==> src/rtl/mips_ctrl_pkg.sv <==
// Shared encodings for the multi-cycle MIPS main control unit.
// Latency: n/a (types and constants only).
// Backpressure: n/a.
package mips_ctrl_pkg;

  // Controller states; 4'd15 is never entered and falls back to FETCH
  typedef enum logic [3:0] {
    S_FETCH    = 4'd0,
    S_DECODE   = 4'd1,
    S_MEM_ADDR = 4'd2,
    S_MEM_RD   = 4'd3,
    S_MEM_WB   = 4'd4,
    S_MEM_WR   = 4'd5,
    S_R_EXEC   = 4'd6,
    S_R_WB     = 4'd7,
    S_I_EXEC   = 4'd8,
    S_I_WB     = 4'd9,
    S_BRANCH   = 4'd10,
    S_JUMP     = 4'd11,
    S_JR       = 4'd12,
    S_MTC0     = 4'd13,
    S_EXC      = 4'd14
  } state_t;

  // Instruction classes produced by the opcode decoder
  typedef enum logic [2:0] {
    CLS_LS,
    CLS_RTYPE,
    CLS_JR,
    CLS_ADDI,
    CLS_BEQ,
    CLS_J,
    CLS_MTC0,
    CLS_ILLEGAL
  } instr_class_t;

  // Opcode and funct values
  localparam logic [5:0] OP_RTYPE = 6'b000000;
  localparam logic [5:0] OP_LW    = 6'b100011;
  localparam logic [5:0] OP_SW    = 6'b101011;
  localparam logic [5:0] OP_ADDI  = 6'b001000;
  localparam logic [5:0] OP_BEQ   = 6'b000100;
  localparam logic [5:0] OP_J     = 6'b000010;
  localparam logic [5:0] OP_COP0  = 6'b010000;
  localparam logic [5:0] FN_JR    = 6'b001000;

  // ALU operation select
  localparam logic [1:0] ALU_OP_ADD   = 2'b00;
  localparam logic [1:0] ALU_OP_SUB   = 2'b01;
  localparam logic [1:0] ALU_OP_FUNCT = 2'b10;

  // ALU B operand select
  localparam logic [1:0] ALU_B_RT      = 2'b00;
  localparam logic [1:0] ALU_B_FOUR    = 2'b01;
  localparam logic [1:0] ALU_B_IMM     = 2'b10;
  localparam logic [1:0] ALU_B_IMM_SH2 = 2'b11;

  // Next-PC mux select
  localparam logic [2:0] PC_SEL_ALU     = 3'd0;
  localparam logic [2:0] PC_SEL_ALU_REG = 3'd1;
  localparam logic [2:0] PC_SEL_JUMP    = 3'd2;
  localparam logic [2:0] PC_SEL_REG1    = 3'd3;
  localparam logic [2:0] PC_SEL_EXC_VEC = 3'd4;

  // Address the PC is loaded with on exception entry
  localparam logic [31:0] EXC_VECTOR = 32'h0000_0000;

endpackage

==> src/rtl/mips_opcode_decoder.sv <==
// Maps opcode/funct to an instruction class plus a store flag.
// Latency: purely combinational.
// Backpressure: none.
module mips_opcode_decoder
  import mips_ctrl_pkg::*;
#(
  parameter int OPCODE_WIDTH = 6,
  parameter int FUNCT_WIDTH  = 6
) (
  input  logic [OPCODE_WIDTH-1:0] opcode,
  input  logic [FUNCT_WIDTH-1:0]  funct,
  output instr_class_t            instr_class,
  output logic                    is_store
);

  // Classify; anything unrecognised is illegal and traps
  always_comb begin
    instr_class = CLS_ILLEGAL;
    is_store    = 1'b0;
    case (opcode)
      OP_LW:    instr_class = CLS_LS;
      OP_SW: begin
        instr_class = CLS_LS;
        is_store    = 1'b1;
      end
      OP_RTYPE: instr_class = (funct == FN_JR) ? CLS_JR : CLS_RTYPE;
      OP_ADDI:  instr_class = CLS_ADDI;
      OP_BEQ:   instr_class = CLS_BEQ;
      OP_J:     instr_class = CLS_J;
      OP_COP0:  instr_class = CLS_MTC0;
      default:  instr_class = CLS_ILLEGAL;
    endcase
  end

endmodule

==> src/rtl/main_control_fsm.sv <==
// Multi-cycle MIPS main control: sequences fetch/decode/execute/mem/wb and exception entry.
// Latency: 3-5 cycles per instruction; Moore outputs (PC_LOAD in BRANCH follows ZERO).
// Backpressure: none; advances every cycle, RST aborts and blanks all outputs at once.
module main_control_fsm
  import mips_ctrl_pkg::*;
#(
  parameter int OPCODE_WIDTH = 6,
  parameter int FUNCT_WIDTH  = 6,
  parameter int STATE_WIDTH  = 4
) (
  input  logic                    CLK,
  input  logic                    RST,
  input  logic [OPCODE_WIDTH-1:0] OPCODE,
  input  logic [FUNCT_WIDTH-1:0]  FUNCT,
  input  logic                    ZERO,
  input  logic                    OVERFLOW,
  output logic                    PC_LOAD,
  output logic                    IorD,
  output logic                    IR_EN,
  output logic                    MEM_WE,
  output logic                    MEM_TO_REG,
  output logic                    REG_DST,
  output logic                    REG_WE,
  output logic                    ALU_SRC_A,
  output logic [1:0]              ALU_SRC_B,
  output logic [1:0]              ALU_OP,
  output logic [2:0]              PC_SEL,
  output logic                    EPC_EN,
  output logic                    EPC_SEL,
  output logic [STATE_WIDTH-1:0]  STATE
);

  state_t       state;
  state_t       state_nxt;
  instr_class_t instr_class;
  logic         is_store;

  mips_opcode_decoder #(
    .OPCODE_WIDTH(OPCODE_WIDTH),
    .FUNCT_WIDTH (FUNCT_WIDTH)
  ) u_decoder (
    .opcode     (OPCODE),
    .funct      (FUNCT),
    .instr_class(instr_class),
    .is_store   (is_store)
  );

  // State register; reset parks the machine in FETCH
  always_ff @(posedge CLK or posedge RST) begin
    if (RST) state <= S_FETCH;
    else     state <= state_nxt;
  end

  // Next-state sequencing; overflow diverts to EXC so no write-back happens
  always_comb begin
    state_nxt = S_FETCH;
    case (state)
      S_FETCH:  state_nxt = S_DECODE;
      S_DECODE: begin
        case (instr_class)
          CLS_LS:    state_nxt = S_MEM_ADDR;
          CLS_RTYPE: state_nxt = S_R_EXEC;
          CLS_JR:    state_nxt = S_JR;
          CLS_ADDI:  state_nxt = S_I_EXEC;
          CLS_BEQ:   state_nxt = S_BRANCH;
          CLS_J:     state_nxt = S_JUMP;
          CLS_MTC0:  state_nxt = S_MTC0;
          default:   state_nxt = S_EXC;
        endcase
      end
      S_MEM_ADDR: state_nxt = is_store ? S_MEM_WR : S_MEM_RD;
      S_MEM_RD:   state_nxt = S_MEM_WB;
      S_R_EXEC:   state_nxt = OVERFLOW ? S_EXC : S_R_WB;
      S_I_EXEC:   state_nxt = OVERFLOW ? S_EXC : S_I_WB;
      default:    state_nxt = S_FETCH;
    endcase
  end

  // Output decode per state; everything held low while RST is asserted
  always_comb begin
    PC_LOAD    = 1'b0;
    IorD       = 1'b0;
    IR_EN      = 1'b0;
    MEM_WE     = 1'b0;
    MEM_TO_REG = 1'b0;
    REG_DST    = 1'b0;
    REG_WE     = 1'b0;
    ALU_SRC_A  = 1'b0;
    ALU_SRC_B  = ALU_B_RT;
    ALU_OP     = ALU_OP_ADD;
    PC_SEL     = PC_SEL_ALU;
    EPC_EN     = 1'b0;
    EPC_SEL    = 1'b0;
    if (!RST) begin
      case (state)
        S_FETCH: begin
          IR_EN     = 1'b1;
          ALU_SRC_B = ALU_B_FOUR;
          PC_LOAD   = 1'b1;
        end
        S_DECODE:   ALU_SRC_B = ALU_B_IMM_SH2;
        S_MEM_ADDR: begin
          ALU_SRC_A = 1'b1;
          ALU_SRC_B = ALU_B_IMM;
        end
        S_MEM_RD:   IorD = 1'b1;
        S_MEM_WB: begin
          REG_WE     = 1'b1;
          MEM_TO_REG = 1'b1;
        end
        S_MEM_WR: begin
          IorD   = 1'b1;
          MEM_WE = 1'b1;
        end
        S_R_EXEC: begin
          ALU_SRC_A = 1'b1;
          ALU_OP    = ALU_OP_FUNCT;
        end
        S_R_WB: begin
          REG_WE  = 1'b1;
          REG_DST = 1'b1;
        end
        S_I_EXEC: begin
          ALU_SRC_A = 1'b1;
          ALU_SRC_B = ALU_B_IMM;
        end
        S_I_WB:     REG_WE = 1'b1;
        S_BRANCH: begin
          ALU_SRC_A = 1'b1;
          ALU_OP    = ALU_OP_SUB;
          PC_SEL    = PC_SEL_ALU_REG;
          PC_LOAD   = ZERO;
        end
        S_JUMP: begin
          PC_SEL  = PC_SEL_JUMP;
          PC_LOAD = 1'b1;
        end
        S_JR: begin
          PC_SEL  = PC_SEL_REG1;
          PC_LOAD = 1'b1;
        end
        S_MTC0: begin
          EPC_EN  = 1'b1;
          EPC_SEL = 1'b1;
        end
        S_EXC: begin
          EPC_EN  = 1'b1;
          PC_SEL  = PC_SEL_EXC_VEC;
          PC_LOAD = 1'b1;
        end
        default: ;
      endcase
    end
  end

  // Async reset drives state to FETCH (encoding 0), so STATE reads 0 in reset
  assign STATE = STATE_WIDTH'(state);

endmodule
==> config.mk <==
export PLATFORM = sky130hd
export DESIGN_NAME = main_control_fsm
export DESIGN_NICKNAME = d
export VERILOG_FILES = /design/src/rtl/mips_ctrl_pkg.sv /design/src/rtl/mips_opcode_decoder.sv /design/src/rtl/main_control_fsm.sv
export SDC_FILE = /design/constraint.sdc
export NUM_CORES = 1
export LEC_CHECK = 0
export ABC_AREA = 1
export CORE_MARGIN = 4
export CORE_UTILIZATION = 32
export CTS_CLUSTER_SIZE = 28
export DETAILED_ROUTE_END_ITERATION = 12
export PLACE_DENSITY_LB_ADDON = 0.05
export SYNTH_ARGS = -nofsm -noshare
export SYNTH_HDL_FRONTEND = slang
export SYNTH_SLANG_ARGS = --single-unit
==> constraint.sdc <==
create_clock -name CLK -period 0.99 [get_ports CLK]
set_input_delay 0.099 -clock CLK [delete_from_list [all_inputs] [get_ports CLK]]
set_output_delay 0.099 -clock CLK [all_outputs]
set_load 0.01 [all_outputs]
==> run summary <==
Worst EP arrival: 1460 ps
Minimum period implied by the final worst setup slack: 1564 ps
DR pass1 iterations: 4
DR vias/cell: 4.698
Fillcell total: 124
Final Hold Vio Count: 0
Total wire length: 2.585 mm
Final instance area: 1413 um2
Sequential Area: 103.9 um2
Synthesized netlist net count: 126
Netlist cell types: 23
Failing checks: negative setup slack
Initial antenna violation count: 0
H-tree depth: 1
Fin util: 81.81%
WP buf/inv: 4
Initial DRC count: 16
Core area: 1727 um2
Kind of critical path: reg -> out
CTS sink cnt: 4
Largest register FFs: 4
CP required: 890 ps
DRC violations left: 0
Area Growth Syn to Fin: 143.8%
Dpl hpwl: 1.878 mm
Worst VDD drop: 1634 uV
Synthesized flop and latch total: 4
DP Area: 1271 um2
Post-DRT Antenna Nets: 0
Hold Path Class: in -> async
Critical path launch point: STATE[2]$_DFF_PP0_
YS warnings: 0
Fraction of layout cells with a size suffix above 1: 57.89%
Footprint of the multi-input gates: 549.3 um2
Top-Level Pins: 37
Final Wtd Congestion: 0.9276
CP Launch Type: flop
Synth Instances: 110
Final net count: 207
# diodes: 0
Worst slew margin: 84.12%
Crit path capture type: primary output
Status: finished with violations
Power Density: 2186 nW/um2
Grt ovf: 0
Lkg Pwr: 0.0007397 uW
Die width: 50.55 um
Max-cap viol count: 0
Synth Cell Area: 579.3 um2
IO Port Bufs: 36
TritonCTS Buffers: 3
Top Family by Delay on Critical Path: flip-flops
Setup Viol. Count Final: 24
Clk slew on worst S/H paths: 50 ps
Clock Tree Buf Depth: 2
Design Power: 3088 uW
Vias in the first global route: 1027
CP max-delay cell: dfrtp_2
Initial Util: 33.55%
Final Skew: 12.82 ps
Worst Max-Slew Pin Slew: 237.3 ps
Gr usage total: 21.87%
Max Slew Vio Count: 0
R2R Path Start: STATE[2]$_DFF_PP0_
Die footprint: 2555 um2
Crit path largest cell delay: 470 ps
RSZ-0062 raised after global routing: yes
Syn avg cell area: 5.266 um2
CTS tree: built
Die H: 50.55 um
Routed len/inst: 12.02 um
First-pass GRT wire length: 4.250 mm
Site Rows: 15
Final period util: 158.0%
Skew-Pair Late Insertion Delay: 250 ps
Pin count of the biggest net entering global routing: 11
Final WS setup: -573.8 ps
Worst path cell trace: nor2_4 -> inv_4 -> buf_4 -> buf_6 -> nor3_2 -> buf_2
Post-synthesis sequential area ratio: 17.28%
Max FO, Critical Path: 4
Routed vias: 1010
Root buffer cell: clkbuf_4
Highest clock rate: 639.5 MHz
==> through the flow <==
stage          worst slack (ps)  TNS, ps  cells  hold WS [ps]
2_1_floorplan            -139.3    -1300    110        -110.5
3_3_place_gp             -683.9   -12030    203         597.3
3_5_place_dp             -705.1   -12570    203         612.6
4_1_cts                  -522.3    -9020    213         349.7
5_1_grt                  -638.0   -11050    215         415.7
6_report                 -573.8    -9371    215         371.0
==> path summary, 6_finish.rpt <==
check                                endpoint  slack (ps)  depth (start not counted)
setup / recovery                 ALU_SRC_B[0]        -570                          6
hold / removal             STATE[2]$_DFF_PP0_         370                          4
setup reg to reg           STATE[2]$_DFF_PP0_        -390                          9
hold reg to reg            STATE[2]$_DFF_PP0_         860                          5
max in group asynchronous  STATE[1]$_DFF_PP0_         490                          4
min in group CLK           STATE[1]$_DFF_PP0_         570                          3
==> timing repair <==
action / CTS / global route
buffers inserted: 8 / 4
hold buffers: 0 / 0
resized for setup: 114 / 12
cloned: 0 / 0
setup endpoints to repair: 25 / 25
pin swaps: 17 / 8
==> cells by family after synthesis <==
| logic type | count (synthesis) | share of synthesized area, % |
|---|---|---|
| AND/OR/NAND/NOR | 71 | 53.56 |
| buffers and inverters | 21 | 13.61 |
| flip-flops | 4 | 17.28 |
| AO/OA/AOI/OAI | 14 | 15.55 |
==> cell usage after synthesis <==
cell / number / share of area, %
nor2_1: 29 / 19
nand2_1: 25 / 16
inv_1: 19 / 12
nand3_1: 9 / 7.8
a21oi_1: 4 / 3.5
dfrtp_1: 4 / 17
a31oi_1: 2 / 2.2
nor2_4: 2 / 3.9
o211ai_1: 2 / 2.6
a21boi_0: 1 / 1.3
a21o_1: 1 / 1.3
a41oi_1: 1 / 1.5
clkbuf_1: 1 / 0.65
inv_2: 1 / 0.65
nand4_1: 1 / 1.1
nor2_2: 1 / 1.1
nor3_1: 1 / 0.86
nor3_2: 1 / 1.7
nor4_1: 1 / 1.1
o21ai_0: 1 / 0.86
o22ai_1: 1 / 1.1
o31ai_1: 1 / 1.3
or2_2: 1 / 1.1
==> cell usage in the layout, fill, tap and decap left out, types with 2 or more instances in the layout <==
cell type        count
buf_2               16
nand2_4              4
inv_4                2
inv_1               10
nor2_2               9
nand2_2              2
o211ai_1             2
clkbuf_4             3
nor2_4               6
nand3_1              7
a21oi_2              3
nor2_1              17
clkdlybuf4s50_1     15
buf_6               11
dfrtp_2              3
nand3_2              2
inv_2                8
buf_4               33
nand2_1             19
==> where the power goes <==
part | internal, uW | leakage [uW] | switching (uW)
registers | 249 | 0.0000469 | 152
clock network | 152 | 0.0000150 | 85.8
logic | 1240 | 0.000678 | 1210
==> routing by layer <==
layer	global-route usage, %	share of wire (%)	vias up
met1	20.83	37	462
met3	3.264	4.8	5
met5	0	0	-
li1	-	-	510
met2	42.61	56	33
met4	13.90	2.1	0
==> tightest hold or removal path: stages <==
cell             delay (ps)
clkdlybuf4s50_1         490
inv_1                   110
buf_4                   120
buf_4                   120
==> final cells by class <==
class	count	share of cell area [%]
clock buffers	4	1.860
repair buffers	77	44.02
inverters	20	5.669
flip-flops and latches	4	7.352
multi-input cells	85	38.88
well taps	25	2.214
(Power assumes the default switching activity.)
